==> config.mk <==
export PLATFORM = sky130hd
export DESIGN_NAME = sap_ram
export DESIGN_NICKNAME = d
export VERILOG_FILES = /design/src/rtl/sap_ram.sv
export SDC_FILE = /design/constraint.sdc
export NUM_CORES = 1
export LEC_CHECK = 0
export ABC_AREA = 1
export BUFFER_PORTS_ARGS = -buffer_cell sky130_fd_sc_hd__buf_2
export CORE_ASPECT_RATIO = 0.75
export CORE_MARGIN = 2
export CORE_UTILIZATION = 40
export DETAILED_ROUTE_END_ITERATION = 7
export GPL_TIMING_DRIVEN = 0
export PLACE_DENSITY_LB_ADDON = 0.25
export SLEW_MARGIN = 30
export SYNTH_ARGS = -nofsm -noshare
export SYNTH_HDL_FRONTEND = slang
export SYNTH_SLANG_ARGS = --single-unit
==> constraint.sdc <==
create_clock -name clk -period 1.82 [get_ports clk]
set_input_delay 0.273 -clock clk [delete_from_list [all_inputs] [get_ports clk]]
set_output_delay 0.273 -clock clk [all_outputs]
set_load 0.05 [all_outputs]
==> src/rtl/sap_ram.sv <==
// SAP-1 16x8 program/data RAM: manual button-programmed writes with debounce, bus writes/reads in run mode.
// Reads are combinational; writes land on a rising edge; reset clears every word asynchronously.
module sap_ram #(
  parameter int DEBOUNCE_CYCLES = 4
) (
  input  logic       clk,
  input  logic       rst_n,
  input  logic [3:0] addr,
  input  logic [7:0] prog_data,
  input  logic       prog,
  input  logic       n_write_btn,
  input  logic [7:0] bus_in,
  input  logic       n_ram_in,
  input  logic       n_ram_out,
  output logic [7:0] bus_out,
  output logic       bus_oe,
  output logic       wr_done
);

  typedef enum logic [1:0] {
    IDLE     = 2'd0,
    DEBOUNCE = 2'd1,
    WRITE    = 2'd2,
    RELEASE  = 2'd3
  } state_e;

  localparam logic [3:0] CNT_LAST = 4'(DEBOUNCE_CYCLES - 1);

  state_e     state_q, state_d;
  logic [3:0] cnt_q, cnt_d;
  logic       sync1_q, sync2_q;
  logic       wr_done_q;
  logic [7:0] mem_q [16];
  logic       btn_s;
  logic       fsm_we;
  logic       run_we;

  // Synchronizer resets to the released (high) level so a held button reads as a fresh press.
  always_ff @(posedge clk or negedge rst_n) begin
    if (!rst_n) begin
      sync1_q <= 1'b1;
      sync2_q <= 1'b1;
    end else begin
      sync1_q <= n_write_btn;
      sync2_q <= sync1_q;
    end
  end

  assign btn_s = ~sync2_q;

  always_ff @(posedge clk or negedge rst_n) begin
    if (!rst_n) begin
      state_q   <= IDLE;
      cnt_q     <= 4'd0;
      wr_done_q <= 1'b0;
    end else begin
      state_q   <= state_d;
      cnt_q     <= cnt_d;
      wr_done_q <= (state_q == WRITE);
    end
  end

  always_comb begin
    state_d = state_q;
    cnt_d   = cnt_q;
    case (state_q)
      IDLE: begin
        if (prog && btn_s) begin
          state_d = DEBOUNCE;
          cnt_d   = 4'd1;
        end
      end
      DEBOUNCE: begin
        if (!prog || !btn_s) begin
          state_d = IDLE;
          cnt_d   = 4'd0;
        end else if (cnt_q == CNT_LAST) begin
          state_d = WRITE;
        end else begin
          cnt_d = cnt_q + 4'd1;
        end
      end
      WRITE: begin
        state_d = prog ? RELEASE : IDLE;
        cnt_d   = 4'd0;
      end
      RELEASE: begin
        // The button must read released for DEBOUNCE_CYCLES samples in a row; any bounce restarts it.
        if (!prog) begin
          state_d = IDLE;
          cnt_d   = 4'd0;
        end else if (btn_s) begin
          cnt_d = 4'd0;
        end else if (cnt_q == CNT_LAST) begin
          state_d = IDLE;
          cnt_d   = 4'd0;
        end else begin
          cnt_d = cnt_q + 4'd1;
        end
      end
      default: begin
        state_d = IDLE;
        cnt_d   = 4'd0;
      end
    endcase
  end

  // A WRITE already entered always completes, even if prog has just fallen.
  assign fsm_we = (state_q == WRITE);
  assign run_we = !prog && !n_ram_in;

  always_ff @(posedge clk or negedge rst_n) begin
    if (!rst_n) begin
      for (int i = 0; i < 16; i++) begin
        mem_q[i] <= 8'h00;
      end
    end else if (fsm_we) begin
      mem_q[addr] <= prog_data;
    end else if (run_we) begin
      mem_q[addr] <= bus_in;
    end
  end

  assign bus_oe  = rst_n && !prog && !n_ram_out;
  assign bus_out = bus_oe ? mem_q[addr] : 8'h00;
  assign wr_done = wr_done_q;

endmodule

==> flow_summary.ini, run 1 <==
[run_status]
status = complete, but fails checks
violations = negative setup slack

[grt]
use_met3_pct = 7.61
grt_first_pass_wirelength_um = 38200
grt_overflow = 0
grt_use_total_pct = 28.1
grt_antenna_before_repair = 0
busiest_layer = met1
met1_usage_pct = 45.0
use_met2_pct = 35.7
grt_max_degree = 25
grt_pass1_vias = 6320

[yosys]
synth_cell_type_count = 28
syn-num-nets = 963
synth_seq_area_share_pct = 48.4
ys_ff_latch = 137
ys.warnings.count = 0
synth_cells = 936
syn_area_um2 = 7090
avgSynthCellArea_um2 = 7.57

[floorplan]
start_util_pct = 40.5
core_um2 = 17500
rows = 42
ios = 36
die_area_um2 = 18800
fp.dieH_um = 119
dieWidth_um = 158

[routing]
drt_iter0_markers = 882
vias_per_cell = 5.42
ant_nets = 0
via_count = 6887
wirelength_um = 25100
drc_errors = 0
drt-wirelength-per-cell_um = 19.8
drt_pass1_iterations = 5

[min_path]
min_path_type = in -> async

[final_layout]
diodes = 0
nets = 1043
drive_gt1_share_pct = 21.7
syn_to_final_growth_pct = 26.9
fin_util_pct = 51.4
final_cell_mix = 375 x nand2_1, 135 x dfrtp_1, 124 x nor2_1
final_common_cell = nand2_1

[sta]
fin_worst_skew_ps = 7.06
drv_slew = 0
hold_slack_ps = 38.2
rsz0062_at_grt = yes
relSlewSlack_pct = 50.1
fin_crit_sh_pct = 103
fmax_ghz = 0.534
finalWorstSetupSlack_ps = -53.7
tightest_slew_ps = 746
tns_ps = -219
hold_viol_final = 0
setup_viol = 8
period_needed_ps = 1870

[worst_setup_path]
regToRegStartpoint = state_q[0]
crit_start = mem_q[5]
worst_setup_path_start_kind = flip-flop
critPathCaptureType = output port
cp.required_ps = 1550
crit_type = reg -> out
arrival_ps = 1600
critPathMaxFanout = 2

[cts]
insertion_delay_ps = 440
htree_levels = 4
cts_tree = done
clock_path_buffers = 2
clock-root-buffer = clkbuf_16
cts_buffers = 17
clk_pin_slew_ps = 60
clock-sinks = 137

[power_and_ir_drop]
power_density_nw_per_um2 = 1420
power.leakage_uw = 0.00453
p_total_uw = 12800
vdd_ir_drop_max_mv = 0.651

[run]
maxCapViolCount = 0

[placement]
gp_congestion = 0.933
port_buffers = 34
hpwl_um = 16300
## synth_stat cells
cell	number	area [um2]
nand3_1	7	35.0
buf_4	9	67.6
dfrtp_1	135	3380
nor3_1	1	5.00
buf_6	8	90.1
inv_1	24	90.1
nand2_2	1	6.26
a21oi_1	1	5.00
nor2_8	8	160
o21ai_2	1	8.76
nor2_2	6	37.5
inv_4	1	6.26
o21ai_0	13	65.1
ha_1	1	12.5
nand2_1	407	1530
o21ai_1	8	40.0
nor2_1	139	522
buf_1	4	15.0
nand4_1	1	6.26
xor2_1	1	8.76
buf_2	18	90.1
a31oi_1	113	707
inv_2	3	11.3
buf_12	1	20.0
clkbuf_1	18	67.6
dfstp_2	2	52.6
nor2_4	4	45.0
a22oi_1	1	7.51
## flip-flops by register name (all words and copies together), names as in the netlist
name     flops
mem_q      128
sync1_q      1
wr_done      1
sync2_q      1
cnt_q        4
state_q      2
## final timing paths
path | to | slack, ps | cells past startpoint
min in group clk | mem_q[94] | 220 | 3
worst min-delay path | mem_q[73] | 40 | 2
worst max-delay path | bus_out[5] | -50 | 9
max in group asynchronous | mem_q[12] | 600 | 3
worst max register to register | mem_q[44] | 50 | 6
worst min register to register | sync2_q | 350 | 0
## cell type report
class / count / area [um2]
sequential: 137 / 3430
buffer: 58 / 492
multi-input combinational: 713 / 3350
clock buffer: 23 / 458
fill: 1721 / 8510
tap: 242 / 303
inverter: 28 / 111
clock inverter: 9 / 148
timing repair buffer: 61 / 698
## logic make-up (layout without fill, tap and decap cells)
| group | after synthesis | in the layout | share of synthesized area [%] |
|---|---|---|---|
| buf+inv | 86 | 179 | 6.46 |
| simple gates | 574 | 574 | 33.1 |
| flops | 137 | 137 | 48.4 |
| xor+xnor | 1 | 1 | 0.124 |
| compound gates | 137 | 137 | 11.8 |
| fa+ha+maj | 1 | 1 | 0.176 |
## critical path: stages (launching register included)
cell and delay [ps]:
dfrtp_1 380, nand2_1 100, nand2_1 80, nand2_1 50, nand2_1 60, nand2_1 60, nand2_1 90, nor2_2 40
nor2_2 150, buf_6 180
## where the power goes
part           total, uW  switching [uW]  internal (uW)
Sequential          5160             768           4400
Combinational       3990            2420           1570
Clock               3650            1340           2320
Total              12800            4520           8280
## layer usage
metal / routed length [um] / up-vias
li1: - / 3195
met1: 11900 / 3300
met2: 9890 / 353
met3: 2800 / 39
met4: 586 / 0
met5: 0 / -
## through the flow
stage	setup slack (ps)	instances	area (um2)
3_3_place_gp	-2430	1212	7590
3_5_place_dp	-660	1214	7660
2_1_floorplan	-22.4	936	7120
4_1_cts	-59.5	1264	8870
6_report	-53.7	1271	8990
5_1_grt	-145	1271	8990
## repair_timing
action / in CTS / in global routing
cloned: 8 / 0
endpoints found under the setup margin: 89 / 89
resized for setup: 103 / 42
pin swaps: 25 / 13
hold endpoints to repair: 102 / 0
hold buffers: 6 / 0
buffers inserted: 4 / 7
Note: power is estimated with default switching activity, not from simulation.
==> inputs of run 2 (changes only) <==
--- a/config.mk
+++ b/config.mk
@@ -12,6 +12,7 @@
 export CORE_UTILIZATION = 40
 export DETAILED_ROUTE_END_ITERATION = 7
 export GPL_TIMING_DRIVEN = 0
+export HOLD_SLACK_MARGIN = 0.1
 export PLACE_DENSITY_LB_ADDON = 0.25
 export SLEW_MARGIN = 30
 export SYNTH_ARGS = -nofsm -noshare
==> run 2 against run 1 <==
  * The run still ends with negative setup slack left
  * Clock power is essentially flat
  * Via count down 0.46%
  * First-iteration DRC count is 3.5% higher
  * Critical path type unchanged
  * Maximum frequency down 0.18%
  * Clock-buffer cell count did not move
  * Clock skew about the same
  * Combinational power about the same
  * Design area grew 0.11%
  * Core utilization grew 0.057 points
  * Power barely moved
  * Global-route usage unchanged
==> flow_summary.ini, run 2 (synthesized netlist as in run 1, its figures left out) <==
[floorplan]
die_area_um2 = 18800
core_um2 = 17500
dieWidth_um = 158
ios = 36
rows = 42
fp.dieH_um = 119
start_util_pct = 40.5

[placement]
dpl_cell_area_um2 = 7660
port_buffers = 34
hpwl_um = 16300
dp_slack_ps = -660
gp_congestion = 0.933

[sta]
fmax_ghz = 0.533
hold_slack_ps = 226
setup_viol = 8
drv_slew = 0
fin_crit_sh_pct = 103
hold_viol_final = 0
period_needed_ps = 1880
tightest_slew_ps = 734
fin_worst_skew_ps = 6.78
rsz0062_at_grt = yes
finalWorstSetupSlack_ps = -57.0
relSlewSlack_pct = 50.9

[worst_setup_path]
crit_chain = nand2_1, nand2_1, nand2_1, nand2_1, nand2_1, nand2_2, nor2_4, nor2_2, buf_6
cp.required_ps = 1550
cpPeakStageDelay_ps = 380
arrival_ps = 1600
crit_path_top_delay_cell = dfrtp_1
critPathBufInv = 1
critPathTopFamily = simple AND/OR/NAND/NOR gates
cp_common_cell = nand2_1
worst_setup_path_start_kind = flip-flop
crit_type = reg -> out
r2r_cells = 6
r2r_end = mem_q[108]
rrSetupSlack_ps = 50
critPathCaptureType = output port
regToRegStartpoint = state_q[0]
critPathMaxFanout = 2

[routing]
drt-wirelength-per-cell_um = 19.7
vias_per_cell = 5.39
ant_nets = 0
drt_iter0_markers = 913
via_count = 6855
drt_pass1_iterations = 5
wirelength_um = 25100
drc_errors = 0

[run_status]
status = complete, but fails checks
violations = negative setup slack

[grt]
grt_max_degree = 25
grt_antenna_before_repair = 1
grt_pass1_vias = 6320
grt_use_total_pct = 28.1
grt_overflow = 0
grt_first_pass_wirelength_um = 38200

[final_layout]
reg_top3 = mem_q (128), cnt_q (4), state_q (2)
largest_reg_flops = 128
final_area_um2 = 9000
final_common_cell = nand2_1
final_cell_mix = 375 x nand2_1, 135 x dfrtp_1, 124 x nor2_1
diodes = 0
nets = 1044
regMostFlops = mem_q
drive_gt1_share_pct = 21.7
syn_to_final_growth_pct = 27.0
fillers = 1719

[min_path]
worstHoldPathCells = 3
min_to = mem_q[88]
min_path_type = in -> reg
hp-start = prog_data[0]

[power_and_ir_drop]
p_total_uw = 12800
power_density_nw_per_um2 = 1420
power.leakage_uw = 0.00453
vdd_ir_drop_max_mv = 0.650

[cts]
clock-root-buffer = clkbuf_16
cts_tree = done
htree_levels = 4
clock-sinks = 137
insertion_delay_ps = 440
clk_pin_slew_ps = 60
cts_buffers = 17
clock_path_buffers = 2

[run]
maxCapViolCount = 0
## run 2: cell types whose count changed in the layout (fill, tap and decap cells not counted), sizes merged
cell and delta:
dlygate4sd3 +1
## run 2: repair_timing
action,CTS,global route
gates cloned,8,0
buffers inserted,4,7
endpoints found under the setup margin,89,89
resized for setup,103,42
hold buffers,6,1
pin swaps,25,13
hold endpoints to repair,102,23
## run 2: how the worst max path moves through the flow
stage / slack, ps / start / cells past startpoint / endpoint
4_1_cts: -60 / mem_q[61] / 9 / bus_out[5]
6_report: -60 / mem_q[44] / 9 / bus_out[4]
3_3_place_gp: -2430 / rst_n / 6 / bus_out[5]
5_1_grt: -150 / mem_q[109] / 9 / bus_out[5]
3_5_place_dp: -660 / rst_n / 8 / bus_out[5]
2_1_floorplan: -20 / prog / 3 / bus_out[0]
## run 2: metal layers
| metal | routed length (um) | global-route usage (%) | vias up |
|---|---|---|---|
| li1 | - | - | 3191 |
| met1 | 11600 | 45.0 | 3274 |
| met2 | 9830 | 35.7 | 348 |
| met3 | 2970 | 7.61 | 42 |
| met4 | 609 | 8.81 | 0 |
| met5 | 0 | 0 | - |
## run 2: tightest hold or removal path: stages
cell	delay (ps)
buf_2	100
nand2_2	150
a31oi_1	90
## run 2: final cells by class
cell class | instances | area (um2) | area share [%]
inverters | 28 | 111 | 1.24
repair buffers | 62 | 708 | 7.87
clock buffers | 23 | 458 | 5.09
multi-input cells | 713 | 3350 | 37.2
clock inverters | 9 | 148 | 1.64
plain buffers | 58 | 492 | 5.46
flip-flops and latches | 137 | 3430 | 38.1
well taps | 242 | 303 | 3.36
## run 2: power by group
part | switching [uW] | total [uW] | leakage [uW] | internal [uW]
clock network | 1330 | 3650 | 0.000295 | 2320
registers | 766 | 5160 | 0.00162 | 4400
logic | 2420 | 3990 | 0.00262 | 1570
total | 4520 | 12800 | 0.00453 | 8280
## run 2: metrics by stage
step,setup TNS (ps),util [%],std cells
2_1_floorplan,-180,-,936
3_3_place_gp,-239160,43.4,1212
3_5_place_dp,-19540,43.8,1214
4_1_cts,-184,50.7,1264
5_1_grt,-873,51.4,1272
6_report,-232,51.4,1272
==> inputs of run 3 (changes only) <==
--- a/config.mk
+++ b/config.mk
@@ -5,7 +5,7 @@
 export SDC_FILE = /design/constraint.sdc
 export NUM_CORES = 1
 export LEC_CHECK = 0
-export ABC_AREA = 1
+export ABC_AREA = 0
 export BUFFER_PORTS_ARGS = -buffer_cell sky130_fd_sc_hd__buf_2
 export CORE_ASPECT_RATIO = 0.75
 export CORE_MARGIN = 2
==> run 3 against run 2 <==
  * The flow still finishes with violations (negative setup slack)
  * Clock-buffer cell count down 5
  * Critical path type unchanged
  * Highest routed layer unchanged
  * Die area down 8.0%
  * Worst setup slack worse by 390 ps
  * Final cell count shrank 31%
  * Synthesized area fell by 8.2%
==> flow_summary.ini, run 3 <==
[final_layout]
final_cell_mix = 135 x dfrtp_1, 98 x nand2_1, 88 x o21ai_0
regMostFlops = mem_q
syn_to_final_growth_pct = 29.4
fillers = 1377
final_common_cell = dfrtp_1
nets = 685
diodes = 0
multiInputGateArea_um2 = 2920
reg_top3 = mem_q (128), cnt_q (4), state_q (2)
drive_gt1_share_pct = 36.1
largest_reg_flops = 128
ff_latch_area_um2 = 3430

[cts]
cts_tree = done
clock-sinks = 137
htree_levels = 4
cts_buffers = 17
clk_pin_slew_ps = 60
clock-root-buffer = clkbuf_16
insertion_delay_ps = 430
clock_path_buffers = 2

[yosys]
synth_compound_area_share_pct = 17.8
synth_xor_area_share_pct = 0.404
synthTopCellsByCount = 135 x dfrtp_1, 98 x nand2_1, 90 x o21ai_0, 36 x a21oi_1, 35 x nor2_1
syn_area_um2 = 6500
avgSynthCellArea_um2 = 11.5
synth_fa_ha_area_share_pct = 0.192
async_flop_share_pct = 100
synth_edf_count = 0
synth_cell_type_count = 50
ys_top_cells_by_area = dfrtp_1 52%, mux4_2 10%, o21ai_0 6.9%, nand2_1 5.7%, o2111ai_4 2.8%
synth-simple-area-share_pct = 10.3
syn-num-nets = 593
synthMuxAreaShare_pct = 12.4
yosysMostFrequentCell = dfrtp_1
synth_ff_type = dfrtp_1
yosysTopAreaCell = dfrtp_1
synth_top_family_by_area = compound AO/OA/AOI/OAI gates
synth_cells = 566
ys.warnings.count = 0
ys_ff_latch = 137
synth_top_area_share_pct = 51.9
synth_seq_area_share_pct = 52.8

[placement]
port_buffers = 33
gp_congestion = 0.821
hpwl_um = 12400

[routing]
drt_pass1_iterations = 5
vias_per_cell = 5.65
ant_nets = 0
drt_iter0_markers = 491
drc_errors = 0
via_count = 4981
drt-wirelength-per-cell_um = 22.4
wirelength_um = 19700

[sta]
setup_viol = 23
drv_slew = 0
relSlewSlack_pct = 44.7
hold_viol_final = 0
period_needed_ps = 2270
fmax_ghz = 0.440
tns_ps = -4930
finalWorstSetupSlack_ps = -452
rsz0062_at_grt = yes
hold_slack_ps = 185
fin_worst_skew_ps = 5.40
fin_crit_sh_pct = 125
tightest_slew_ps = 828

[floorplan]
core_um2 = 16000
die_area_um2 = 17300
start_util_pct = 40.7
rows = 40
dieWidth_um = 151
fp.dieH_um = 114
ios = 36

[power_and_ir_drop]
switchingPower_uw = 2580
pwr-share-clk_pct = 39.0
p_sw_share_pct = 28.2
p_comb_share_pct = 17.6
vdd_ir_drop_max_mv = 0.532
power.leakage_uw = 0.00367
power_density_nw_per_um2 = 1090
p_total_uw = 9150
intPower_uw = 6570
p_seq_share_pct = 43.5

[worst_setup_path]
arrival_ps = 2000
crit_path_top_delay_cell = mux4_1
worst_setup_path_start_kind = flip-flop
cp.required_ps = 1550
critPathMaxFanout = 2
critPathCaptureType = output port
crit_type = reg -> out
crit_chain = mux4_1, a221o_2, buf_8
r2r_cells = 7
cpPeakStageDelay_ps = 590

[grt]
use_met3_pct = 6.53
grt_overflow = 0
grt_use_total_pct = 23.9
met1_usage_pct = 35.7
grt_pass1_vias = 4814
grt_antenna_before_repair = 0
grt_max_degree = 64
busiest_layer = met1
grt_first_pass_wirelength_um = 29500
use_met2_pct = 33.8

[run]
maxCapViolCount = 0

[min_path]
min_path_type = in -> reg
worstHoldPathCells = 2

[run_status]
status = complete, but fails checks
violations = negative setup slack
-- run 3: stage by stage --
stage | setup slack (ps) | instances | util (%) | area, um2
4_1_cts | -451 | 854 | 50.3 | 8030
3_3_place_gp | -2600 | 809 | 43.9 | 7020
3_5_place_dp | -735 | 810 | 44.3 | 7070
6_report | -452 | 881 | 52.7 | 8420
5_1_grt | -497 | 881 | 52.7 | 8420
2_1_floorplan | -14.1 | 566 | - | 6590
-- run 3: what timing repair did --
action                     CTS  global route
hold endpoints to repair   138             0
setup buffers                7            21
setup endpoints to repair  126           105
resized for setup           56            44
pin swaps                    8             5
hold buffers                 4             0
gates cloned                 1             6
-- run 3: cells by family after synthesis --
| group | count (synthesis) |
|---|---|
| xor+xnor | 3 |
| fa+ha+maj | 1 |
| simple gates | 156 |
| mux | 40 |
| compound gates | 170 |
| buf+inv | 59 |
| flops | 137 |
-- run 3: final cells by class --
class	count	area share, %
repair buffers	73	8.29
clock inverters	14	2.04
plain buffers	39	4.95
flip-flops and latches	137	40.8
well taps	210	3.12
inverters	20	1.09
multi-input cells	370	34.7
clock buffers	18	5.10
-- run 3: worst paths after layout --
| kind | from | endpoint | slack, ps |
|---|---|---|---|
| max in group asynchronous | rst_n | mem_q[99] | 830 |
| min reg2reg | sync1_q | sync2_q | 360 |
| min | prog | state_q[0] | 180 |
| max | mem_q[115] | bus_out[3] | -450 |
| min in group asynchronous | rst_n | mem_q[70] | 420 |
| max reg2reg | state_q[1] | mem_q[110] | -160 |
-- run 3: per-layer routing --
| layer | up-vias | routed length, um |
|---|---|---|
| li1 | 2215 | - |
| met1 | 2590 | 9320 |
| met2 | 146 | 8540 |
| met3 | 30 | 1470 |
| met4 | 0 | 424 |
| met5 | - | 0 |
-- run 3: worst max-delay path: cells and delay by family, from the launching register on --
kind,cells,cell delay (ps)
mux,1,590
compound gates,1,420
flops,1,400
buf+inv,1,160
-- run 3: power by group through the flow --
stage / combinational (uW) / sequential [uW] / clock (uW)
6_report: 1610 / 3980 / 3570
5_1_grt: 1770 / 4040 / 3750
4_1_cts: 1520 / 3960 / 3600
3_5_place_dp: 1420 / 4010 / 0
3_3_place_gp: 1350 / 3980 / 0
2_1_floorplan: 1020 / 3910 / 0
